### src/rtl/int_controller.sv
// Prioritised, maskable interrupt controller in front of the uc `interrupcion` input.
// It latches rising edges on the irq lines as pending requests. It grants the
// lowest-index enabled line with a registered one-cycle pulse and the matching
// ISR vector. It then tracks the line in service until the uc signals `retorno`.
// Optional build macro: NESTED_INT_EN. When defined, a strictly higher-priority
// request preempts the line in service, and return clears service bits one
// nesting level at a time.
module int_controller #(
    parameter int unsigned          N_IRQ       = 4,
    parameter int unsigned          VEC_WIDTH   = 10,
    parameter logic [VEC_WIDTH-1:0] BASE_VECTOR = 10'h3F0,
    parameter int unsigned          VEC_STRIDE  = 4
) (
    input  logic                 clk,
    input  logic                 reset,
    input  logic [N_IRQ-1:0]     irq,
    input  logic                 retorno,
    input  logic                 we_mask,
    input  logic [N_IRQ-1:0]     mask_in,
    output logic                 interrupcion,
    output logic [VEC_WIDTH-1:0] vector,
    output logic [N_IRQ-1:0]     pending,
    output logic [N_IRQ-1:0]     in_service,
    output logic                 busy
);

    localparam int unsigned IdW = (N_IRQ > 1) ? $clog2(N_IRQ) : 1;

    typedef enum logic [1:0] {StIdle, StReq, StService} state_e;

    state_e                 state_q, state_d;
    logic [N_IRQ-1:0]       irq_prev_q, irq_prev_d;
    logic [N_IRQ-1:0]       pending_q, pending_d;
    logic [N_IRQ-1:0]       in_service_q, in_service_d;
    logic [N_IRQ-1:0]       mask_q, mask_d;
    logic                   interrupcion_q, interrupcion_d;
    logic [VEC_WIDTH-1:0]   vector_q, vector_d;

    logic [N_IRQ-1:0]       edge_v;
    logic [N_IRQ-1:0]       eligible;
    logic                   win_vld;
    logic [IdW-1:0]         win_id;
    logic [N_IRQ-1:0]       win_oh;
    logic [IdW-1:0]         hi_svc;
    logic [N_IRQ-1:0]       hi_oh;
    logic                   grant;
    logic [N_IRQ-1:0]       svc_clr;

    // Edge detection plus priority pick of the winner and the innermost in-service line
    always_comb begin
        edge_v   = irq & ~irq_prev_q;
        eligible = pending_q & mask_q;
        win_vld  = |eligible;
        win_id   = '0;
        hi_svc   = '0;
        // Scan downwards so the lowest set index is the one left standing
        for (int i = N_IRQ - 1; i >= 0; i--) begin
            if (eligible[i]) begin
                win_id = IdW'(i);
            end
            if (in_service_q[i]) begin
                hi_svc = IdW'(i);
            end
        end
        win_oh = N_IRQ'(1) << win_id;
        hi_oh  = N_IRQ'(1) << hi_svc;
    end

    // FSM next state, pending/in-service bookkeeping and registered grant outputs
    always_comb begin
        state_d    = state_q;
        irq_prev_d = irq;
        mask_d     = we_mask ? mask_in : mask_q;
        grant      = 1'b0;
        svc_clr    = '0;

        unique case (state_q)
            StIdle: begin
                grant = win_vld;
            end
            StReq: begin
                state_d = StService;
            end
            StService: begin
                // A return wins over any grant in the same cycle; the grant follows later
                if (retorno) begin
                    svc_clr = hi_oh;
`ifdef NESTED_INT_EN
                    if ((in_service_q & ~hi_oh) == '0) begin
                        state_d = StIdle;
                    end
                end else if (win_vld && (win_id < hi_svc)) begin
                    grant = 1'b1;
`else
                    state_d = StIdle;
`endif
                end
            end
            default: begin
                state_d = StIdle;
            end
        endcase

        if (grant) begin
            state_d = StReq;
        end

        // A fresh edge on the line being granted re-arms it: set beats clear
        pending_d      = (pending_q & ~(grant ? win_oh : '0)) | edge_v;
        in_service_d   = (in_service_q & ~svc_clr) | (grant ? win_oh : '0);
        interrupcion_d = grant;
        vector_d       = grant ? (BASE_VECTOR + VEC_WIDTH'(win_id) * VEC_WIDTH'(VEC_STRIDE))
                               : '0;
    end

    // All controller state, reset asynchronously to idle with every line disabled
    always_ff @(posedge clk or posedge reset) begin
        if (reset) begin
            state_q        <= StIdle;
            irq_prev_q     <= '0;
            pending_q      <= '0;
            in_service_q   <= '0;
            mask_q         <= '0;
            interrupcion_q <= 1'b0;
            vector_q       <= '0;
        end else begin
            state_q        <= state_d;
            irq_prev_q     <= irq_prev_d;
            pending_q      <= pending_d;
            in_service_q   <= in_service_d;
            mask_q         <= mask_d;
            interrupcion_q <= interrupcion_d;
            vector_q       <= vector_d;
        end
    end

    assign interrupcion = interrupcion_q;
    assign vector       = vector_q;
    assign pending      = pending_q;
    assign in_service   = in_service_q;
    assign busy         = (state_q != StIdle);

endmodule

### config.mk
export PLATFORM = sky130hd
export DESIGN_NAME = int_controller
export DESIGN_NICKNAME = d
export VERILOG_FILES = /design/src/rtl/int_controller.sv
export SDC_FILE = /design/constraint.sdc
export NUM_CORES = 1
export LEC_CHECK = 0
export ABC_AREA = 1
export BUFFER_PORTS_ARGS = -buffer_cell sky130_fd_sc_hd__buf_2
export CORE_ASPECT_RATIO = 1.4
export CORE_MARGIN = 1
export CORE_UTILIZATION = 30
export DETAILED_ROUTE_END_ITERATION = 8
export SLEW_MARGIN = 10
export SYNTH_ARGS = -nofsm -noshare
export SYNTH_HDL_FRONTEND = slang
export SYNTH_SLANG_ARGS = --single-unit
### constraint.sdc
create_clock -name clk -period 1.2 [get_ports clk]
set_input_delay 0.12 -clock clk [delete_from_list [all_inputs] [get_ports clk]]
set_output_delay 0.12 -clock clk [all_outputs]
set_load 0.02 [all_outputs]
# [After elaboration in Yosys (flattened, before gate mapping)]
# Cells that the tools add are included.
[totals] ff_bits=29 inputBits=12 output_inout_bits=20 elab_cells=43
[classes] n_addsub=1 eq_ne=4 shift=2 mux=16 bitwise=9 reduce_logical=4
[ops] op="$mux W2" count=10
[ops] op="$and A4 B4 Y4" count=4
[ops] op="$mux W4" count=3
[ops] op="$not A4 Y4" count=3
[ops] op="$mux W10" count=1
[ops] op="$or A4 B4 Y4" count=2
[ops] op="$shl A1 B2 Y4 const A" count=2
[ops] op="$add A5 B5 Y6 const A" count=1
[ops] op="$pmux W2 S3" count=1
[ops] op="$reduce_or A4 Y1" count=1
[ops] op="$ne A3 B3 Y1 const B" count=1
[ops] op="$eq A2 B1 Y1 const B" count=1
[ops] op="$eq A2 B2 Y1 const B" count=1
[ops] op="$logic_not A2 Y1" count=1
[ops] op="$ne A2 B2 Y1 const B" count=1
[ops] op="$reduce_and A2 Y1" count=1
[ops] op="$reduce_bool A2 Y1" count=1
[ops] op="$mux W1" count=1

# [Logic depth before layout (Yosys ltp)]
# Gate-level depths: netlist of run 1.
[logic_depth] depth_word=10 depth_mapped=8 ltp_nobuf=8

# [Least setup slack after synthesis of run 1]
# Ideal clock, no wire load.
[synth_timing] path_kind="reg-to-reg" from="register pending_q[2], in the netlist pending[2]" to="register pending_q[3], in the netlist pending[3]" arrival_time_ns=0.956 required_time_ns=1.083 setup_slack_ns=0.127 path_stages_with_launch=8 path_buffers=0 period_less_slack_ns=1.073 path_cell_list="dfrtp_1 > nand2_1 > nand2_1 > nand2_1 > nor2_2 > nand2_1 > nand2_1 > nand2_1"
[synth_between] elab_chain_len=9 word_cells_on_any_way=11 cone_classes="shift: 1; mux: 5; bitwise: 4; reduce/logical: 1"
[synth_lines] element="from (decl)" line_no="33" rtl="logic [N_IRQ-1:0] pending_q, pending_d;"
[synth_lines] element="from (signal assigned)" line_no="129" rtl="pending_q <= pending_d;"
[synth_lines] element="$and A4 B4 Y4 *" line_no="52" rtl="eligible = pending_q & mask_q;"
[synth_lines] element="$mux W2 (3 in a row)" line_no="58" rtl="if (eligible[i]) begin"
[synth_lines] element="$shl A1 B2 Y4" line_no="65" rtl="win_oh = N_IRQ'(1) << win_id;"
[synth_lines] element="$mux W4 *" line_no="109" rtl="pending_d = (pending_q & ~(grant ? win_oh : '0)) | edge_v;"
[synth_lines] element="$not A4 Y4 *" line_no="109"
[synth_lines] element="$and A4 B4 Y4 *" line_no="109"
[synth_lines] element="$or A4 B4 Y4 *" line_no="109"
[synth_lines] element="via pending_d[3]" line_no="33"
# The timed path passes the listed nets; every way through them passes the cells marked *.
# A chain may end at the register's enable or synchronous reset.

# [Final worst setup path of run 1]
[layout_timing] from="register state_q[1]" to="output busy"
[layout_between] elab_chain_len=1
[layout_lines] element="from (decl)" line_no="31" rtl="state_e state_q, state_d;"
[layout_lines] element="from (signal assigned)" line_no="119" rtl="state_q <= StIdle;"
[layout_lines] element="from (signal assigned)" line_no="127" rtl="state_q <= state_d;"
[layout_lines] element="$reduce_bool A2 Y1" line_no="141" rtl="assign busy = (state_q != StIdle);"
[layout_lines] element="to (decl)" line_no="24" rtl="output logic busy"
# Every way passes these cells.

==> reports/qor.log, run 1 <==
INFO  final_layout   layout.cells.non_filler=161
INFO  placement      placed_cells_incl_taps=148
INFO  logic_synthesis synth-seq-area-share=60.6%
INFO  clock_tree     clk_root_buffer_cell=clkbuf_4
INFO  final_layout   final_area=1140um^2
INFO  logic_synthesis synth_seq_cells=21
INFO  sta            fin_crit_sh=98.0%
INFO  global_route   number_of_global_route_vias_before_repair=657
INFO  logic_synthesis syn-instance-count=89
INFO  sta            max_freq=0.850GHz
INFO  drt            route.vias.total=669
INFO  setup_path     critical_path.cell_chain=nor2_2, inv_2, buf_6
INFO  power          leakage=0.609nW
INFO  logic_synthesis synth.area.top_cells=dfrtp_1, nand2_1, buf_4
INFO  final_layout   insertedDiodeCount=0
INFO  setup_path     regToRegSetupSlack=0.04ns
INFO  logic_synthesis synth-async-reset-ratio=100%
INFO  final_layout   multi_input_area=263um^2
INFO  sta            finalWorstPathRequiredPeriod=1.18ns
INFO  min_path       hp-class=in -> reg
INFO  drt            drt_wl_total=1570um
INFO  placement      port_buffers=29
INFO  clock_tree     clock_latency=0.30ns
INFO  final_layout   n_fill_cell=286
INFO  clock_tree     clock-sinks=21
INFO  placement      placement.cell_area=1010um^2
INFO  die            io_pins=32
INFO  sta            setup_repair_after_global_routing_missed_its_margin=true
INFO  clock_tree     clock_tree_from_tritoncts=done
INFO  die            die_w=47.4um
INFO  setup_path     cp_max_fo=2
INFO  sta            final-hold-violation-count=0
INFO  sta            setup_tns=0ns
INFO  drt            wire_per_inst=9.76um
INFO  sta            slew_violations=0
INFO  logic_synthesis synth_top_cell_by_area=dfrtp_1
INFO  placement      placer_congestion_estimate=0.706
INFO  drt            drt-initial-drc-count=14
INFO  die            die_area=3110um^2
INFO  outcome        status=completed
INFO  logic_synthesis synth_cell_types=13
INFO  logic_synthesis yosys_synthesis_warning_count=0
INFO  final_layout   layout-drive-gt1-share=40.8%
INFO  logic_synthesis synth-edff-count=0
INFO  setup_path     criticalPathCategory=reg -> out
INFO  logic_synthesis synth_area_per_cell=9.74um^2
INFO  setup_path     timing.critical_path.arrival=1.06ns
INFO  final_layout   layout.nets=138
INFO  final_layout   ff_latch_area=526um^2
INFO  min_path       min_from=mask_in[0]
INFO  final_layout   area_growth_syn_to_layout=31.9%
INFO  global_route   grt_max_degree=22
INFO  power          ir_drop=1.04mV
INFO  run            drv.max_cap_violation_count=0
INFO  global_route   global_route.usage.total=12.4%
INFO  drt            detail_route.vias_per_cell=4.16
INFO  setup_path     critical_path.startpoint_type=flop
INFO  sta            clock_skew=0.00476ns
INFO  sta            setup-violations-final=0
INFO  placement      pre_cts_ws=0.141ns
INFO  die            die-height=65.6um
INFO  drt            drcViolationCount=0
INFO  logic_synthesis netlist_top_cells_count=nand2_1, dfrtp_1, inv_1
INFO  setup_path     setup_crit_end_kind=primary output
INFO  global_route   grt_first_pass_wirelength=2740um
INFO  drt            drtAntennaViolNets=0
INFO  setup_path     cp_slowest_stage_delay=0.41ns
INFO  setup_path     critPathRequiredTime=1.08ns
INFO  die            floorplan.initialDensity=32.5%
INFO  final_layout   final_design_utilization=42.8%
INFO  logic_synthesis post-synth-top-count-cell=nand2_1
INFO  clock_tree     htreeDepth=1
INFO  global_route   grt-ovfl-total=0
INFO  clock_tree     clkTransAtPathRegs=0.11ns
INFO  setup_path     crit_path_top_delay_cell=dfrtp_1
INFO  global_route   antenna_violations_before_repair=0
INFO  power          power.density=2360nW/um^2
INFO  clock_tree     cts_max_path_bufs=2
INFO  setup_path     cp-startpoint=state_q[1]
INFO  placement      place.detailed.hpwl=1120um
INFO  die            core.rowCount=22
INFO  logic_synthesis synthesis.area=867um^2
INFO  logic_synthesis synthDominantCellAreaShare=60.6%
INFO  logic_synthesis main_synth_ff_type=dfrtp_1
INFO  setup_path     source_of_the_worst_register_to_register_timing_path=state_q[1]
INFO  drt            firstDrtPassIters=3
INFO  clock_tree     numCtsBuffers=3
INFO  sta            layout_setup_ws=0.0235ns
INFO  die            core_box_area=2670um^2
-- where the power goes --
part / switching [mW] / leakage (nW) / total, mW / internal [mW]
registers: 0.152 / 0.240 / 1.07 / 0.916
logic: 0.809 / 0.354 / 1.30 / 0.487
clock network: 0.205 / 0.0150 / 0.335 / 0.130
total: 1.17 / 0.609 / 2.70 / 1.53
-- registers in the layout, indices dropped and copies added (netlist names) --
name        count
in_service      4
irq_prev_q      4
state_q         2
pending         4
vector          3
mask_q          4
-- final timing paths --
path | end | depth (start not counted)
worst max-delay path | busy | 3
worst min-delay path | mask_q[0] | 3
worst max register to register | pending[3] | 7
worst min register to register | pending[1] | 1
max in group asynchronous | in_service[1] | 4
min in group asynchronous | in_service[3] | 4
-- critical path, delay by kind of cell (launching register included) --
kind | cells | cell delay [ns]
buffers and inverters | 2 | 0.19
AND/OR/NAND/NOR | 1 | 0.15
flip-flops | 1 | 0.41
-- layout make-up --
type | count | area share [%]
Sequential cell | 21 | 46.0
Tap cell | 36 | 3.94
Clock buffer | 4 | 2.30
Multi-Input combinational cell | 49 | 23.0
Timing Repair Buffer | 39 | 20.9
Inverter | 12 | 3.94
-- cells in the final DEF, fill, tap and decap left out --
cell,netlist,final
o21ai_1,0,2
nand2_2,3,6
o21ai_0,8,6
dfrtp_1,21,21
a21oi_1,1,1
dlygate4sd3_1,0,5
nor2_1,1,1
inv_1,12,11
nand3_1,2,2
nor2_4,0,3
mux2_2,3,3
clkbuf_4,0,3
conb_1,1,2
buf_4,8,5
inv_2,0,1
o22ai_1,1,1
buf_2,0,28
buf_6,0,1
nor2_2,4,1
nand2_1,24,21
clkbuf_1,0,1
-- metal layers --
layer  vias up  wire (um)  GRT usage (%)
met2        26        828           21.1
met4         0         40           6.43
met5         -          0              0
li1        334          -              -
met3         5         67           1.65
met1       304        634           14.4
-- metrics by stage --
step	power [mW]	hold slack (ns)
2_1_floorplan	1.92	0.0965
3_3_place_gp	2.15	0.159
3_5_place_dp	2.17	0.158
4_1_cts	2.66	0.0190
5_1_grt	2.91	0.0337
6_report	2.70	0.0260
-- logic make-up after synthesis --
family,after synthesis,synth area share (%)
mux,3,3.90
flops,21,60.6
simple gates,34,17.0
compound gates,10,5.92
buf+inv,20,12.1
other cells,1,0.432
-- repair_timing --
item / 4_1_cts / 5_1_grt
pin swaps: 1 / 5
setup endpoints to repair: 1 / 5
hold buffers: 5 / 0
hold endpoints to repair: 25 / 0
resized for setup: 3 / 8
setup buffers: 4 / 0
(Power assumes the default switching activity.)
==> run 2: changes to the inputs <==
==> constraint.sdc (replaced) <==
create_clock -name clk -period 1.5 [get_ports clk]
set_input_delay 0.15 -clock clk [delete_from_list [all_inputs] [get_ports clk]]
set_output_delay 0.15 -clock clk [all_outputs]
set_load 0.02 [all_outputs]
==> reports/qor.log, run 2 (synthesis gave the netlist of run 1 again) <==
INFO  drt            firstDrtPassIters=4 [+1]
INFO  sta            setup-violations-final=0 [unchanged]
INFO  power          ir_drop=0.747mV [-28%]
INFO  drt            drt_wl_total=1470um [-6.4%]
INFO  global_route   antenna_violations_before_repair=0 [unchanged]
INFO  final_layout   n_fill_cell=289 [+1.0%]
INFO  sta            finalWorstPathRequiredPeriod=1.31ns
INFO  setup_path     critical_path.startpoint_type=flop
INFO  setup_path     crit_path_top_delay_cell=dfrtp_1
INFO  clock_tree     cts_hold_buf=5 [unchanged]
INFO  drt            drtAntennaViolNets=0 [unchanged]
INFO  power          internal_power=1.12mW [-27%]
INFO  clock_tree     clk_root_buffer_cell=clkbuf_4
INFO  sta            final-hold-violation-count=0 [unchanged]
INFO  final_layout   area_growth_syn_to_layout=25.1%
INFO  final_layout   layout.cells.most_common=buf_2
INFO  die            floorplan.initialDensity=32.5% [unchanged]
INFO  drt            drcViolationCount=0 [unchanged]
INFO  sta            whs=0.0612ns [+0.0352 ns]
INFO  sta            setup_repair_after_global_routing_missed_its_margin=false
INFO  drt            wire_per_inst=9.36um [-4.0%]
INFO  clock_tree     cts_post_setup_buffers_inserted=0 [-4]
INFO  die            die_w=47.4um [unchanged]
INFO  setup_path     critical_path.cell_chain=nor2_2, inv_1, buf_2
INFO  setup_path     setup_crit_end_kind=primary output
INFO  sta            max_freq=0.765GHz
INFO  final_layout   ff_latch_area=526um^2 [unchanged]
INFO  global_route   grt_max_degree=22 [unchanged]
INFO  clock_tree     cts_max_path_bufs=2 [unchanged]
INFO  sta            clock_skew=0.00256ns [-0.00220 ns]
INFO  final_layout   insertedDiodeCount=0 [unchanged]
INFO  final_layout   multi_input_area=240um^2 [-8.6%]
INFO  die            core.rowCount=22 [unchanged]
INFO  sta            setup_tns=0ns [unchanged]
INFO  drt            maxUsedRoutingLayer=met4
INFO  min_path       hp-class=in -> reg
INFO  clock_tree     clock-sinks=21 [unchanged]
INFO  power          leakage=0.586nW [-3.9%]
INFO  power          design_power_total=1.98mW [-27%]
INFO  outcome        status=completed
INFO  placement      place.detailed.hpwl=1120um [unchanged]
INFO  clock_tree     numCtsBuffers=3 [unchanged]
INFO  sta            slew_violations=0 [unchanged]
INFO  drt            route.vias.total=649 [-3.0%]
INFO  drt            detail_route.vias_per_cell=4.13 [-0.52%]
INFO  drt            dr_wl_met3=63um [-6.0%]
INFO  drt            drt-initial-drc-count=5 [-9]
INFO  die            die_area=3110um^2 [unchanged]
INFO  die            core_box_area=2670um^2 [unchanged]
INFO  placement      placer_congestion_estimate=0.706 [unchanged]
INFO  drt            dr_wl_met2=772um [-6.8%]
INFO  setup_path     cp_max_fo=6 [+4]
INFO  global_route   global_route.usage.total=11.9% [-0.54 points]
INFO  global_route   number_of_global_route_vias_before_repair=639 [-2.7%]
INFO  setup_path     criticalPathCategory=reg -> out
INFO  global_route   grt-ovfl-total=0 [unchanged]
INFO  clock_tree     htreeDepth=1 [unchanged]
INFO  setup_path     crit_buf_inv=2 [unchanged]
INFO  clock_tree     clock_tree_from_tritoncts=done
INFO  setup_path     worst_path_dominant_cell_family=flip-flops
INFO  setup_path     timing.critical_path.arrival=1.16ns [+0.10 ns]
INFO  power          p_clk_share=13.2% [+0.8 points]
INFO  setup_path     regToRegSetupSlack=0.43ns [+0.39 ns]
INFO  global_route   grt_first_pass_wirelength=2640um [-3.5%]
INFO  final_layout   layout.cells.most_common_list=buf_2, nand2_1, dfrtp_1
INFO  drt            route.layer.met1.wl=623um [-1.7%]
INFO  clock_tree     clkTransAtPathRegs=0.11ns [about the same]
INFO  setup_path     critPathRequiredTime=1.35ns [+0.27 ns]
INFO  sta            fin_crit_sh=87.1%
INFO  clock_tree     clock_latency=0.30ns [about the same]
INFO  placement      port_buffers=29 [unchanged]
INFO  power          seqPwrFrac=43.1% [+3.5 points]
INFO  final_layout   layout-drive-gt1-share=35.5% [-5.3 points]
INFO  die            die-height=65.6um [unchanged]
INFO  die            io_pins=32 [unchanged]
INFO  final_layout   layout.nets=134 [-2.9%]
INFO  power          p_switching=0.860mW [-26%]
INFO  setup_path     cp_slowest_stage_delay=0.42ns [about the same]
INFO  clock_tree     cts_repair_resize_count=0 [-3]
INFO  power          switching_portion_of_total_power=43.4% [+0.22 points]
INFO  power          power.combinational.fraction=43.6% [-4.4 points]
INFO  power          power.density=1820nW/um^2 [-23%]
INFO  run            drv.max_cap_violation_count=0 [unchanged]
==> run 2: stage by stage <==
step / area (um^2) / instances / utilization [%] / setup slack (ns)
5_1_grt: 1080 / 157 / 40.6 / 0.118
3_3_place_gp: 1010 / 148 / 37.8 / 0.443
4_1_cts: 1080 / 157 / 40.6 / 0.160
3_5_place_dp: 1010 / 148 / 37.8 / 0.441
2_1_floorplan: 871 / 90 / - / 0.427
6_report: 1080 / 157 / 40.6 / 0.193
==> run 2: final cells by class <==
class | count | area share (%)
tap | 36 | 4.15
clock buffer | 4 | 2.42
sequential | 21 | 48.4
timing repair buffer | 35 | 18.7
inverter | 12 | 4.15
multi-input combinational | 49 | 22.1
==> run 2: power groups by stage <==
stage	clock, mW	sequential, mW	combinational (mW)
after global placement	0	0.861	0.857
after floorplan	0	1.01	0.520
after detailed placement	0	0.869	0.866
after CTS	0.280	0.858	0.878
final	0.262	0.854	0.864
after global routing	0.303	0.880	0.967
==> run 2: routing by layer <==
layer  track usage (%)  vias up
met2              19.7       23
met4              6.43        0
met3              1.65        2
met5                 0        -
li1                  -      326
met1              14.0      298
==> run 2: worst register-to-register path, delay by kind of cell (launching register included) <==
kind               cells  cell delay, ns
and+or+nand+nor        3            0.26
DFF                    1            0.42
AOI/OAI and AO/OA      1            0.28
==> run 2: path summary, 6_finish.rpt <==
| kind | from | endpoint | depth (start not counted) |
|---|---|---|---|
| worst max-delay path | state_q[1] | busy | 3 |
| worst min-delay path | mask_in[0] | mask_q[0] | 3 |
| worst max register to register | pending[2] | vector[2] | 4 |
| worst min register to register | irq_prev_q[1] | pending[1] | 1 |
| max in group asynchronous | reset | irq_prev_q[1] | 4 |
| min in group asynchronous | reset | in_service[3] | 4 |
==> run 3: changes to the inputs <==
--- a/config.mk
+++ b/config.mk
@@ -11,6 +11,7 @@
 export CORE_MARGIN = 1
 export CORE_UTILIZATION = 30
 export DETAILED_ROUTE_END_ITERATION = 8
+export SETUP_SLACK_MARGIN = 0.3
 export SLEW_MARGIN = 10
 export SYNTH_ARGS = -nofsm -noshare
 export SYNTH_HDL_FRONTEND = slang
==> constraint.sdc (replaced) <==
create_clock -name clk -period 1.2 [get_ports clk]
set_input_delay 0.12 -clock clk [delete_from_list [all_inputs] [get_ports clk]]
set_output_delay 0.12 -clock clk [all_outputs]
set_load 0.02 [all_outputs]
==> reports/qor.log, run 3 (synthesis gave the netlist of run 1 again) <==
INFO  outcome        status=finished with violations
INFO  outcome        failed_checks=setup timing
INFO  final_layout   insertedDiodeCount=0 [unchanged]
INFO  die            die-height=65.6um [unchanged]
INFO  setup_path     criticalPathCategory=reg -> out
INFO  die            io_pins=32 [unchanged]
INFO  final_layout   layout.cells.most_common_list=buf_6, dfrtp_1, nand2_1
INFO  placement      placer_congestion_estimate=0.712 [+0.86%]
INFO  final_layout   layout.cells.most_common=buf_6
INFO  drt            detail_route.vias_per_cell=4.24 [+2.6%]
INFO  setup_path     reg2reg_depth=8 [+4]
INFO  clock_tree     clock-sinks=21 [unchanged]
INFO  sta            setup_repair_after_global_routing_missed_its_margin=true
INFO  final_layout   layout-drive-gt1-share=59.3% [+24 points]
INFO  drt            firstDrtPassIters=2 [-2]
INFO  min_path       min_from=mask_in[0]
INFO  min_path       worst_hold_path.endpoint=mask_q[0]
INFO  power          switching_portion_of_total_power=40.9% [-2.5 points]
INFO  drt            drt_wl_total=1910um [+30%]
INFO  sta            setup-violations-final=1 [+1]
INFO  setup_path     critPathRequiredTime=1.08ns [-0.27 ns]
INFO  power          design_power_total=3.50mW [+77%]
INFO  setup_path     regToRegSetupSlack=0.04ns [-0.39 ns]
INFO  power          p_clk_share=10.0% [-3.2 points]
INFO  power          power.density=2450nW/um^2 [+34%]
INFO  drt            drt-initial-drc-count=4 [-1]
INFO  sta            final-hold-violation-count=0 [unchanged]
INFO  placement      placement.cell_area=1020um^2 [+1.4%]
INFO  setup_path     setup_crit_end_kind=primary output
INFO  setup_path     source_of_the_worst_register_to_register_timing_path=state_q[1]
INFO  setup_path     timing.critical_path.arrival=1.09ns [-0.07 ns]
INFO  setup_path     rr_endpoint=in_service[3]
INFO  power          power.combinational.fraction=57.0% [+13 points]
INFO  drt            drcViolationCount=0 [unchanged]
INFO  clock_tree     htreeDepth=1 [unchanged]
INFO  placement      port_buffers=29 [unchanged]
INFO  min_path       hp-class=in -> reg
INFO  sta            clock_skew=0.0110ns [+0.00843 ns]
INFO  sta            setup_tns=-0.00747ns [-0.00747 ns]
INFO  sta            finalWorstPathRequiredPeriod=1.21ns
INFO  final_layout   final_area=1430um^2 [+32%]
INFO  die            floorplan.initialDensity=32.5% [unchanged]
INFO  setup_path     critical_path.startpoint_type=flop
INFO  die            die_w=47.4um [unchanged]
INFO  clock_tree     clock_tree_from_tritoncts=done
INFO  min_path       hold_depth=3 [unchanged]
INFO  clock_tree     cts_max_path_bufs=2 [unchanged]
INFO  global_route   grt_first_pass_wirelength=3190um [+21%]
INFO  die            core_box_area=2670um^2 [unchanged]
INFO  global_route   grt_max_degree=22 [unchanged]
INFO  power          p_switching=1.43mW [+67%]
INFO  sta            layout_setup_ws=-0.00747ns [-0.200 ns]
INFO  power          ir_drop=1.19mV [+59%]
INFO  global_route   antenna_violations_before_repair=0 [unchanged]
INFO  drt            wire_per_inst=11.1um [+19%]
INFO  setup_path     cp_max_fo=2 [-4]
INFO  run            drv.max_cap_violation_count=0 [unchanged]
INFO  placement      place.detailed.hpwl=1150um [+2.4%]
INFO  power          seqPwrFrac=33.0% [-10 points]
INFO  drt            drtAntennaViolNets=0 [unchanged]
INFO  global_route   number_of_global_route_vias_before_repair=754 [+18%]
INFO  power          internal_power=2.07mW [+85%]
INFO  power          leakage=0.725nW [+24%]
INFO  clock_tree     numCtsBuffers=3 [unchanged]
INFO  global_route   grt-ovfl-total=0 [unchanged]
INFO  global_route   global_route.usage.total=14.3% [+2.4 points]
INFO  clock_tree     clk_root_buffer_cell=clkbuf_4
INFO  drt            route.vias.total=725 [+12%]
INFO  sta            max_freq=0.828GHz
INFO  clock_tree     clock_latency=0.31ns [about the same]
INFO  final_layout   layout.nets=148 [+10%]
INFO  sta            slew_violations=0 [unchanged]
INFO  die            die_area=3110um^2 [unchanged]
INFO  clock_tree     clkTransAtPathRegs=0.12ns [about the same]
INFO  placement      placed_cells_incl_taps=148 [unchanged]
INFO  sta            fin_crit_sh=101%
INFO  final_layout   area_growth_syn_to_layout=64.8%
INFO  die            core.rowCount=22 [unchanged]
INFO  sta            whs=0.0107ns [-0.0505 ns]
INFO  final_layout   layout.cells.non_filler=171 [+8.9%]
==> run 3: repair_timing <==
item / 4_1_cts / 5_1_grt
setup endpoints to repair: 29 / 31
gates resized for setup: 58 / 11
hold buffers: 5 / 0
endpoints found under the hold margin: 25 / 0
pin swaps: 9 / 6
buffers inserted: 9 / 5
==> run 3: layer usage <==
metal | up-vias | global-route usage [%] | wire length (um) | share of wire, %
met4 | 0 | 5.36 | 35 | 1.8
met5 | - | 0 | 0 | 0
met1 | 337 | 16.9 | 813 | 43
li1 | 357 | - | - | -
met3 | 5 | 1.92 | 62 | 3.3
met2 | 26 | 24.8 | 993 | 52
==> run 3: layout make-up <==
cell class | count | area (um^2)
Multi-Input combinational cell | 49 | 344
Tap cell | 36 | 45.0
Sequential cell | 21 | 533
Fill cell | 230 | 1240
Timing Repair Buffer | 49 | 435
Inverter | 12 | 45.0
Clock buffer | 4 | 26.3
==> run 3: through the flow <==
step / utilization, % / setup slack (ns)
global placement: 38.3 / 0.139
global route: 53.5 / -0.0502
floorplan: - / 0.179
CTS: 50.7 / 0.0283
detailed placement: 38.3 / 0.107
finish: 53.5 / -0.00747
==> run 3: power by group through the flow <==
stage	Clock, mW	Combinational (mW)	Sequential [mW]
global route	0.383	2.16	1.19
CTS	0.356	1.86	1.14
detailed placement	0	1.11	1.10
floorplan	0	0.672	1.29
global placement	0	1.09	1.10
finish	0.349	1.99	1.16
==> run 3: how the worst max path moves through the flow <==
stage                     startpoint          to  slack [ns]
after detailed placement  state_q[0]  pending[2]        0.11
final                     state_q[0]        busy      -0.007
after floorplan           pending[3]  pending[3]        0.18
after CTS                 state_q[1]        busy        0.03
after global placement    state_q[0]  pending[3]        0.14
after global routing      state_q[0]        busy       -0.05
==> run 3: worst max-delay path, stage by stage (launching register included) <==
cell     delay [ns]
dfrtp_1        0.41
nor2_2         0.17
inv_2          0.06
buf_6          0.13
